===== config.mk =====
export PLATFORM = sky130hd
export DESIGN_NAME = sal_bus_if_slice
export DESIGN_NICKNAME = d
export VERILOG_FILES = /design/src/rtl/sal_bus_if_slice.sv
export SDC_FILE = /design/constraint.sdc
export NUM_CORES = 1
export LEC_CHECK = 0
export CORE_AREA = 2 2 108 215
export CTS_BUF_LIST = sky130_fd_sc_hd__clkbuf_4
export DETAILED_ROUTE_END_ITERATION = 7
export DIE_AREA = 0 0 110 217
export GPL_TIMING_DRIVEN = 1
export HOLD_SLACK_MARGIN = 0.1
export PLACE_DENSITY = 0.75
export SLEW_MARGIN = 20
export SYNTH_ARGS = -nofsm -noshare
export SYNTH_HDL_FRONTEND = slang
export SYNTH_SLANG_ARGS = --single-unit

===== constraint.sdc =====
create_clock -name clk -period 4.4 [get_ports clk]
set_input_delay 0.88 -clock clk [delete_from_list [all_inputs] [get_ports clk]]
set_output_delay 0.88 -clock clk [all_outputs]
set_load 0.03 [all_outputs]

===== src/rtl/sal_bus_if_slice.sv =====
// sal_bus_if_slice: registers one AXI address channel (upstream -> downstream) and one
// AXI write-response channel (downstream -> upstream) through 2-entry skid buffers,
// with a small APB slave for enable control, occupancy status and handshake counters.
// Optional feature: define BUS_IF_ACHK_EN to flag non-INCR or len > 15 address bursts
// in the sticky STATUS.ERR bit.
module sal_bus_if_slice #(
    parameter int ID_WIDTH   = 4,
    parameter int ADDR_WIDTH = 32
) (
    input  logic                  clk,
    input  logic                  rst_n,
    input  logic                  psel,
    input  logic                  penable,
    input  logic                  pwrite,
    input  logic [11:0]           paddr,
    input  logic [31:0]           pwdata,
    output logic [31:0]           prdata,
    output logic                  pready,
    output logic                  pslverr,
    input  logic                  s_a_valid,
    output logic                  s_a_ready,
    input  logic [ID_WIDTH-1:0]   s_a_id,
    input  logic [ADDR_WIDTH-1:0] s_a_addr,
    input  logic [7:0]            s_a_len,
    input  logic [2:0]            s_a_size,
    input  logic [1:0]            s_a_burst,
    output logic                  m_a_valid,
    input  logic                  m_a_ready,
    output logic [ID_WIDTH-1:0]   m_a_id,
    output logic [ADDR_WIDTH-1:0] m_a_addr,
    output logic [7:0]            m_a_len,
    output logic [2:0]            m_a_size,
    output logic [1:0]            m_a_burst,
    input  logic                  m_b_valid,
    output logic                  m_b_ready,
    input  logic [ID_WIDTH-1:0]   m_b_id,
    input  logic [1:0]            m_b_resp,
    output logic                  s_b_valid,
    input  logic                  s_b_ready,
    output logic [ID_WIDTH-1:0]   s_b_id,
    output logic [1:0]            s_b_resp
);

    localparam int AP_W = ID_WIDTH + ADDR_WIDTH + 13;
    localparam int BP_W = ID_WIDTH + 2;

    // rdy_q holds both input readies low until the first clock after reset release
    logic            rdy_q;
    logic            en_q, en_d;
    logic            a_main_vld_q, a_main_vld_d, a_skid_vld_q, a_skid_vld_d;
    logic [AP_W-1:0] a_main_q, a_main_d, a_skid_q, a_skid_d, a_in;
    logic            b_main_vld_q, b_main_vld_d, b_skid_vld_q, b_skid_vld_d;
    logic [BP_W-1:0] b_main_q, b_main_d, b_skid_q, b_skid_d, b_in;
    logic [31:0]     a_cnt_q, a_cnt_d, b_cnt_q, b_cnt_d;
    logic            a_in_hs, a_out_hs, b_in_hs, b_out_hs;
    logic            apb_wr, addr_ok, err_w;
    logic [1:0]      a_occ, b_occ;
    logic            unused_ok;

    assign a_in = {s_a_id, s_a_addr, s_a_len, s_a_size, s_a_burst};
    assign b_in = {m_b_id, m_b_resp};
    assign {m_a_id, m_a_addr, m_a_len, m_a_size, m_a_burst} = a_main_q;
    assign {s_b_id, s_b_resp} = b_main_q;

    assign s_a_ready = rdy_q & ~a_skid_vld_q & en_q;
    assign m_b_ready = rdy_q & ~b_skid_vld_q;
    assign m_a_valid = a_main_vld_q;
    assign s_b_valid = b_main_vld_q;

    assign a_in_hs  = s_a_valid & s_a_ready;
    assign a_out_hs = a_main_vld_q & m_a_ready;
    assign b_in_hs  = m_b_valid & m_b_ready;
    assign b_out_hs = b_main_vld_q & s_b_ready;

    assign a_occ = {1'b0, a_main_vld_q} + {1'b0, a_skid_vld_q};
    assign b_occ = {1'b0, b_main_vld_q} + {1'b0, b_skid_vld_q};

    assign apb_wr    = psel & penable & pwrite;
    assign addr_ok   = (paddr[11:4] == 8'h00);
    assign pready    = 1'b1;
    assign pslverr   = psel & penable & ~addr_ok;
    assign unused_ok = &{1'b0, paddr[1:0], pwdata};

    // A channel: main refills from skid first, then from the input; stalled input goes to skid
    always_comb begin
        a_main_vld_d = a_main_vld_q;
        a_main_d     = a_main_q;
        a_skid_vld_d = a_skid_vld_q;
        a_skid_d     = a_skid_q;
        if (a_out_hs || !a_main_vld_q) begin
            if (a_skid_vld_q) begin
                a_main_vld_d = 1'b1;
                a_main_d     = a_skid_q;
                a_skid_vld_d = 1'b0;
            end else if (a_in_hs) begin
                a_main_vld_d = 1'b1;
                a_main_d     = a_in;
            end else begin
                a_main_vld_d = 1'b0;
            end
        end else if (a_in_hs) begin
            a_skid_vld_d = 1'b1;
            a_skid_d     = a_in;
        end
    end

    // B channel: same skid discipline as the A channel, without the enable gate
    always_comb begin
        b_main_vld_d = b_main_vld_q;
        b_main_d     = b_main_q;
        b_skid_vld_d = b_skid_vld_q;
        b_skid_d     = b_skid_q;
        if (b_out_hs || !b_main_vld_q) begin
            if (b_skid_vld_q) begin
                b_main_vld_d = 1'b1;
                b_main_d     = b_skid_q;
                b_skid_vld_d = 1'b0;
            end else if (b_in_hs) begin
                b_main_vld_d = 1'b1;
                b_main_d     = b_in;
            end else begin
                b_main_vld_d = 1'b0;
            end
        end else if (b_in_hs) begin
            b_skid_vld_d = 1'b1;
            b_skid_d     = b_in;
        end
    end

    // Control register and counters; a counter clear overrides a same-cycle increment
    always_comb begin
        en_d    = en_q;
        a_cnt_d = a_cnt_q + {31'd0, a_in_hs};
        b_cnt_d = b_cnt_q + {31'd0, b_out_hs};
        if (apb_wr && addr_ok) begin
            case (paddr[3:2])
                2'd0:    en_d    = pwdata[0];
                2'd2:    a_cnt_d = 32'd0;
                2'd3:    b_cnt_d = 32'd0;
                default: ;
            endcase
        end
    end

`ifdef BUS_IF_ACHK_EN
    logic err_q, err_d;

    // Sticky burst check; a new offending transfer wins over a same-cycle clear
    always_comb begin
        err_d = err_q;
        if (apb_wr && addr_ok && (paddr[3:2] == 2'd1) && pwdata[4])
            err_d = 1'b0;
        if (a_in_hs && ((s_a_burst != 2'b01) || (s_a_len > 8'd15)))
            err_d = 1'b1;
    end

    // Error flag register
    always_ff @(posedge clk or negedge rst_n) begin
        if (!rst_n) err_q <= 1'b0;
        else        err_q <= err_d;
    end

    assign err_w = err_q;
`else
    assign err_w = 1'b0;
`endif

    // APB read mux, combinational during any read access
    always_comb begin
        prdata = 32'd0;
        if (psel && !pwrite && addr_ok) begin
            case (paddr[3:2])
                2'd0:    prdata = {31'd0, en_q};
                2'd1:    prdata = {27'd0, err_w, b_occ, a_occ};
                2'd2:    prdata = a_cnt_q;
                default: prdata = b_cnt_q;
            endcase
        end
    end

    // State registers; reset discards every buffered entry
    always_ff @(posedge clk or negedge rst_n) begin
        if (!rst_n) begin
            rdy_q        <= 1'b0;
            en_q         <= 1'b1;
            a_main_vld_q <= 1'b0;
            a_skid_vld_q <= 1'b0;
            a_main_q     <= '0;
            a_skid_q     <= '0;
            b_main_vld_q <= 1'b0;
            b_skid_vld_q <= 1'b0;
            b_main_q     <= '0;
            b_skid_q     <= '0;
            a_cnt_q      <= 32'd0;
            b_cnt_q      <= 32'd0;
        end else begin
            rdy_q        <= 1'b1;
            en_q         <= en_d;
            a_main_vld_q <= a_main_vld_d;
            a_skid_vld_q <= a_skid_vld_d;
            a_main_q     <= a_main_d;
            a_skid_q     <= a_skid_d;
            b_main_vld_q <= b_main_vld_d;
            b_skid_vld_q <= b_skid_vld_d;
            b_main_q     <= b_main_d;
            b_skid_q     <= b_skid_d;
            a_cnt_q      <= a_cnt_d;
            b_cnt_q      <= b_cnt_d;
        end
    end

endmodule


[Yosys cells after proc, flatten, opt, wreduce, memory -nomap -nowiden]
Index checks and enable logic that the tools add are counted.
Storage, ports and cells
  flip-flop bits (word level): 180
  bits of input ports: 108
  logic and storage cells: 71
  memory bits (writable): 0
  output and inout bits: 93
  latch bits: 0
  memories kept: 0
  bits in read-only memories: 0
Operators by class
  mux-type cells: 18
  reductions and logical operators: 19
  shift operators: 0
  equal/unequal tests: 3
  div/mod/pow operators: 0
  add/subtract/negate cells: 4
  $lt $le $gt $ge: 0
  multipliers: 0
  bitwise operators: 15
Operator list (number)
  $mux W32: 5
  $mux W49: 2
  $pmux W32 S3: 1
  $add A32 B1 Y32: 2
  $mux W6: 2
  $and A1 B1 Y1: 10
  $reduce_and A2 Y1: 5
  $logic_not A8 Y1: 1
  $mux W1: 8
  $reduce_bool A2 Y1: 4
  $not A1 Y1: 5
  $add A1 B1 Y2: 2
  $eq A2 B2 Y1 const B: 2
  $logic_and A1 B1 Y1: 3
  $logic_not A1 Y1: 3
  $eq A2 B1 Y1 const B: 1
  $logic_not A2 Y1: 1
  $logic_or A1 B1 Y1: 2

[Longest topological paths before layout]
Gate-level depths: netlist of the first run.
  depth after elaboration: 7
  mapped depth: 9
  gate-level depth less buffers: 8

[Worst setup path before layout of the first run]
No wires, ideal clock.
  path kind: input port to output port
  start: input port paddr[9]
  end: output port prdata[11]
  path slack: 922 ps
  buffers on the path: 2
  data required time: 3520 ps
  data arrival time: 2598 ps
  stages: 6
  cell sequence: nor4_1 > and2_1 > buf_1 > nand3_1 > clkbuf_1 > nor2_1
Between the ends
  word-level cells in the longest chain between the ends: 3
Ends and longest elaborated chain
  start: declaration: line 15  | input logic [11:0] paddr,
  $logic_not A8 Y1: line 79  | assign addr_ok = (paddr[11:4] == 8'h00);
  $logic_and A1 B1 Y1: line 171  | if (psel && !pwrite && addr_ok) begin
  $mux W32: line 171
  end: declaration: line 17  | output logic [31:0] prdata,
Every way passes these cells.

[Worst setup path in the final report of the first run]
  start: input port paddr[9]
  end: output port prdata[1]
The elaborated chain is that of the path after synthesis.

==> impl_metrics.py, run 1 <==
metrics = {
    "setup_path": {
        "cpMostUsedCell": "clkdlybuf4s50_1",
        "required_ns": 3.52,
        "start_kind": "input pin",
        "crit_fanout": 8,
        "arrival_ns": 3.23,
        "crit_chain": "clkdlybuf4s50_1 -> nor4_1 -> and2_1 -> nand2_1 -> nor2_1 -> clkdlybuf4s50_1",
        "criticalPathCategory": "in -> out",
        "cp_slowest_cell": "clkdlybuf4s50_1",
        "cp-end-kind": "output port",
        "cp_slowest_stage_delay_ns": 0.71,
    },
    "drt": {
        "wire_per_inst_um": 16.9,
        "drt-total-wl_mm": 21.4,
        "ant_nets": 0,
        "vias": 6922,
        "drt_iter0_markers": 445,
        "dr.pass1.iters": 5,
        "vias_per_cell": 5.47,
        "drcViolationCount": 0,
    },
    "logic_synthesis": {
        "synth_edf_count": 0,
        "synth_area_per_cell_um2": 10.6,
        "yosys_warnings": 0,
        "syn_inst": 827,
        "synth_ff_type": "dfrtp_1",
        "ys_ff_latch": 180,
        "synth_area_um2": 8770,
        "synth_async_sr_flop_share": 1.00,
        "yosysSeqAreaShare": 0.514,
        "synth_cell_types": 44,
    },
    "cts": {
        "cts_hold_buf": 0,
        "cts.sinks": 180,
        "clock-root-buffer": "clkbuf_4",
        "cts_resized": 0,
        "cts_buffer_depth": 2,
        "cts_setup_buffers": 0,
        "numCtsBuffers": 17,
        "clk_latency_ns": 0.57,
        "clk_pin_slew_worst_paths_ns": 0.13,
        "cts_tree": "yes",
        "cts_max_level": 4,
    },
    "timing": {
        "hold_violations": 0,
        "whs_ns": 0.434,
        "tns_ns": 0,
        "rsz0062_at_grt": "false",
        "skew_ns": 0.0183,
        "drv_slew": 0,
        "tightest_slew_ns": 0.980,
        "timing.fmax_ghz": 0.243,
        "period_share": 0.934,
        "period_needed_ns": 4.11,
        "setup_viol": 0,
        "maxSlewHeadroom": 0.346,
    },
    "floorplanning": {
        "initial_core_util": 0.392,
        "die_h_um": 217,
        "dieArea_um2": 23900,
        "dieWidth_um": 110,
        "core_region_area_um2": 22300,
        "rows": 78,
        "io-pin-count": 201,
    },
    "placed_design": {
        "io_buffers": 166,
        "post-dp-hpwl_mm": 15.1,
        "gp_congestion": 0.825,
    },
    "run": {
        "cap_violations": 0,
    },
    "global_routing": {
        "antenna_found_initial": 1,
        "grt_pass1_wl_mm": 34.3,
        "grt_usage": 0.183,
        "grt_pass1_vias": 6913,
        "grt-ovfl-total": 0,
        "grt_max_degree": 106,
    },
    "cells_and_area": {
        "fin_util": 0.489,
        "nets": 1085,
        "drive_above_1_share": 0.141,
        "area_growth_pct": 24.5,
    },
    "power": {
        "p_leak_nw": 4.68,
        "total_power_w": 0.00312,
        "power_density_nw_per_um2": 286,
        "vdd_drop_max_uv": 218,
    },
    "min_path": {
        "hold_class": "in -> async",
    },
    "run_status": {
        "status": "finished, final reports clean",
    },
}
stage by stage:
step / instances / worst slack [ns] / instance area, um2
2_1_floorplan: 828 / 0.922 / 8770
3_3_place_gp: 1232 / 0.397 / 10600
3_5_place_dp: 1232 / 0.313 / 10600
4_1_cts: 1264 / 0.312 / 10900
5_1_grt: 1265 / 0.0963 / 10900
6_report: 1265 / 0.289 / 10900
placed cells by master (no fill, tap or decap), drive strengths merged, types with 11 or more instances in the layout:
master	Yosys	final
dfrtp	179	179
clkdlybuf4s50	0	136
nor2	117	117
a21oi	89	89
mux2i	86	86
mux2	59	59
buf	22	39
nand2	30	30
or4	27	27
nand3	26	26
o31ai	21	21
clkbuf	29	21
nand4	17	17
xnor2	16	16
nor4	11	11
sequential cells by signal (all words and copies together) (netlist names):
signal        cells
a_cnt_q          32
a_main_q         49
a_skid_q         49
a_skid_vld_q      1
b_cnt_q          32
b_main_q          6
b_skid_q          6
b_skid_vld_q      1
en_q              1
m_a_valid         1
rdy_q             1
s_b_valid         1
cells in the mapped netlist (13+ instances only):
master / number / area [um2]
xnor2_1: 16 / 140
clkbuf_1: 27 / 101
or4_1: 27 / 203
dfrtp_1: 179 / 4480
mux2i_1: 86 / 861
nand3_1: 26 / 130
nand4_1: 13 / 81.3
a21oi_1: 89 / 445
mux2_2: 59 / 664
nor2_1: 117 / 439
o31ai_1: 21 / 158
nand2_1: 30 / 113
critical path, delay by kind of cell:
kind | cells | cell delay [ns]
and+or+nand+nor | 4 | 1.23
buffers and inverters | 2 | 1.12
logic make-up after synthesis:
family / count (synthesis) / share of synthesized area
AOI/OAI and AO/OA: 127 / 0.0816
xor gates and xnor gates: 24 / 0.0240
adders and majority gates: 6 / 0.00856
buffers and inverters: 61 / 0.0292
DFF: 180 / 0.514
muxes: 146 / 0.176
other: 1 / 0.000428
and+or+nand+nor: 282 / 0.166
final cells by class:
| cell class | count | area [um2] |
|---|---|---|
| well taps | 280 | 350 |
| flip-flops and latches | 180 | 4510 |
| repair buffers | 175 | 1710 |
| inverters | 10 | 37.5 |
| clock inverters | 11 | 135 |
| multi-input cells | 587 | 4030 |
| diodes | 1 | 2.50 |
| fillers | 2062 | 11400 |
| clock buffers | 21 | 158 |
path summary, 6_finish.rpt:
path | start | to | slack, ns | cells past startpoint
max in group asynchronous | rst_n | a_skid_vld_q | 3.01 | 2
min in group clk | a_skid_q[41] | a_skid_q[41] | 0.52 | 1
setup / recovery | paddr[9] | prdata[1] | 0.29 | 6
hold / removal | rst_n | a_skid_q[37] | 0.43 | 1
setup reg to reg | a_skid_vld_q | a_cnt_q[22] | 1.29 | 8
hold reg to reg | a_skid_q[41] | a_skid_q[41] | 0.52 | 1
where the power goes:
part | switching (W) | internal (W)
Combinational | 0.000189 | 0.000183
Clock | 0.000551 | 0.000414
Sequential | 0.0000643 | 0.00172
layer usage:
metal,track usage,share of wire,vias to the layer above
met1,0.234,0.43,3426
met5,0,0,-
met3,0.0515,0.068,22
met2,0.298,0.49,207
li1,-,-,3267
met4,0.0570,0.016,0
Power figures use the tool's default switching activity.
==> inputs of run 2 (changes only) <==
- CAP_MARGIN: default -> 40
==> impl_metrics.py, run 2 (synthesis results as in run 1) <==
metrics = {
    "timing": {
        "period_share": 0.937,
        "maxSlewHeadroom": 0.467,
        "timing.fmax_ghz": 0.243,
        "rsz0062_at_grt": "false",
        "setup_viol": 0,
        "tns_ns": 0,
        "hold_violations": 0,
        "whs_ns": 0.155,
        "period_needed_ns": 4.12,
        "drv_slew": 0,
        "tightest_slew_ns": 0.799,
        "skew_ns": 0.0215,
    },
    "global_routing": {
        "antenna_found_initial": 1,
        "grt_pass1_vias": 6973,
        "grt_max_degree": 73,
        "grt-ovfl-total": 0,
        "grt_pass1_wl_mm": 34.6,
        "grt_usage": 0.184,
    },
    "cts": {
        "cts_max_level": 4,
        "cts_hold_buf": 0,
        "numCtsBuffers": 17,
        "clk_pin_slew_worst_paths_ns": 0.15,
        "cts_resized": 0,
        "cts_setup_buffers": 0,
        "clock-root-buffer": "clkbuf_4",
        "cts_tree": "yes",
        "cts.sinks": 180,
        "clk_latency_ns": 0.60,
        "cts_buffer_depth": 2,
    },
    "setup_path": {
        "arrival_ns": 3.24,
        "start_kind": "input pin",
        "criticalPathCategory": "in -> out",
        "crit_chain": "clkdlybuf4s50_1 -> nor4_1 -> and2_1 -> nand2_1 -> nor2_1 -> clkdlybuf4s50_1",
        "worstRegToRegCells": 8,
        "required_ns": 3.52,
        "cp_slowest_stage_delay_ns": 0.70,
        "crit_fanout": 8,
        "startpoint": "paddr[9]",
        "r2r_setup_slack_ns": 1.31,
        "cp_slowest_cell": "clkdlybuf4s50_1",
        "timing.rr.start": "a_skid_vld_q",
        "cp-end-kind": "output port",
        "reg2reg_to": "a_cnt_q[22]",
        "cpMostUsedCell": "clkdlybuf4s50_1",
    },
    "cells_and_area": {
        "nets": 1086,
        "reg_top3": "a_main_q x49, a_skid_q x49",
        "area_growth_pct": 25.5,
        "final_common_cell": "dfrtp_1",
        "drive_above_1_share": 0.143,
        "fin_util": 0.493,
        "layout_common_cells": "dfrtp_1 (178), clkdlybuf4s50_1 (136), nor2_1 (117)",
    },
    "min_path": {
        "hold_class": "in -> async",
    },
    "run": {
        "cap_violations": 0,
    },
    "floorplanning": {
        "dieWidth_um": 110,
        "initial_core_util": 0.392,
        "rows": 78,
        "dieArea_um2": 23900,
        "die_h_um": 217,
        "core_region_area_um2": 22300,
        "io-pin-count": 201,
    },
    "placed_design": {
        "post-dp-hpwl_mm": 15.3,
        "gp_congestion": 0.825,
        "io_buffers": 166,
    },
    "power": {
        "p_leak_nw": 4.71,
        "power_density_nw_per_um2": 298,
        "vdd_drop_max_uv": 216,
    },
    "drt": {
        "vias_per_cell": 5.44,
        "ant_nets": 0,
        "drt-total-wl_mm": 21.5,
        "drt_iter0_markers": 413,
        "wire_per_inst_um": 17.0,
        "dr.pass1.iters": 5,
        "drcViolationCount": 0,
        "vias": 6886,
    },
    "run_status": {
        "status": "finished, final reports clean",
    },
}
run 2: cell count changes in the layout (fill, tap and decap cells not counted), sizes merged:
cell | previous run | this run
clkinvlp | 0 | 2
clkbuf | 21 | 17
inv | 10 | 14
clkinv | 8 | 4
bufinv | 3 | 5
buf | 39 | 40
run 2: worst max-delay path by stage:
stage / endpoint / slack (ns)
after floorplan: prdata[11] / 0.92
after global placement: prdata[2] / 0.40
after detailed placement: prdata[1] / 0.30
after CTS: prdata[1] / 0.29
after global routing: prdata[3] / 0.05
final: prdata[1] / 0.28
run 2: worst max-delay path, delay by kind of cell:
kind                   cells  cell delay [ns]
AND/OR/NAND/NOR            4             1.25
buffers and inverters      2             1.11
run 2: power by group:
part | switching, W | internal (W)
combinational | 0.000190 | 0.000186
sequential | 0.0000643 | 0.00172
clock | 0.000606 | 0.000514
run 2: final cells by class:
type	count	area [um2]
timing repair buffer	176	1730
clock inverter	15	226
antenna	1	2.50
fill	2029	11300
clock buffer	17	128
sequential	180	4510
tap	280	350
inverter	10	37.5
multi-input combinational	587	4030
run 2: per-stage QoR:
stage | instance area (um2) | instances | setup WS, ns | power (W)
floorplan | 8770 | 828 | 0.922 | 0.00199
global placement | 10600 | 1232 | 0.397 | 0.00218
detailed placement | 10700 | 1233 | 0.299 | 0.00219
CTS | 11000 | 1265 | 0.294 | 0.00332
global route | 11000 | 1266 | 0.0517 | 0.00343
finish | 11000 | 1266 | 0.278 | 0.00328
run 2: layer usage:
metal / global-route usage / vias to the layer above / share of wire
met2: 0.295 / 184 / 0.49
li1: - / 3265 / -
met1: 0.241 / 3417 / 0.43
met5: 0 / - / 0
met4: 0.0570 / 0 / 0.017
met3: 0.0506 / 20 / 0.065
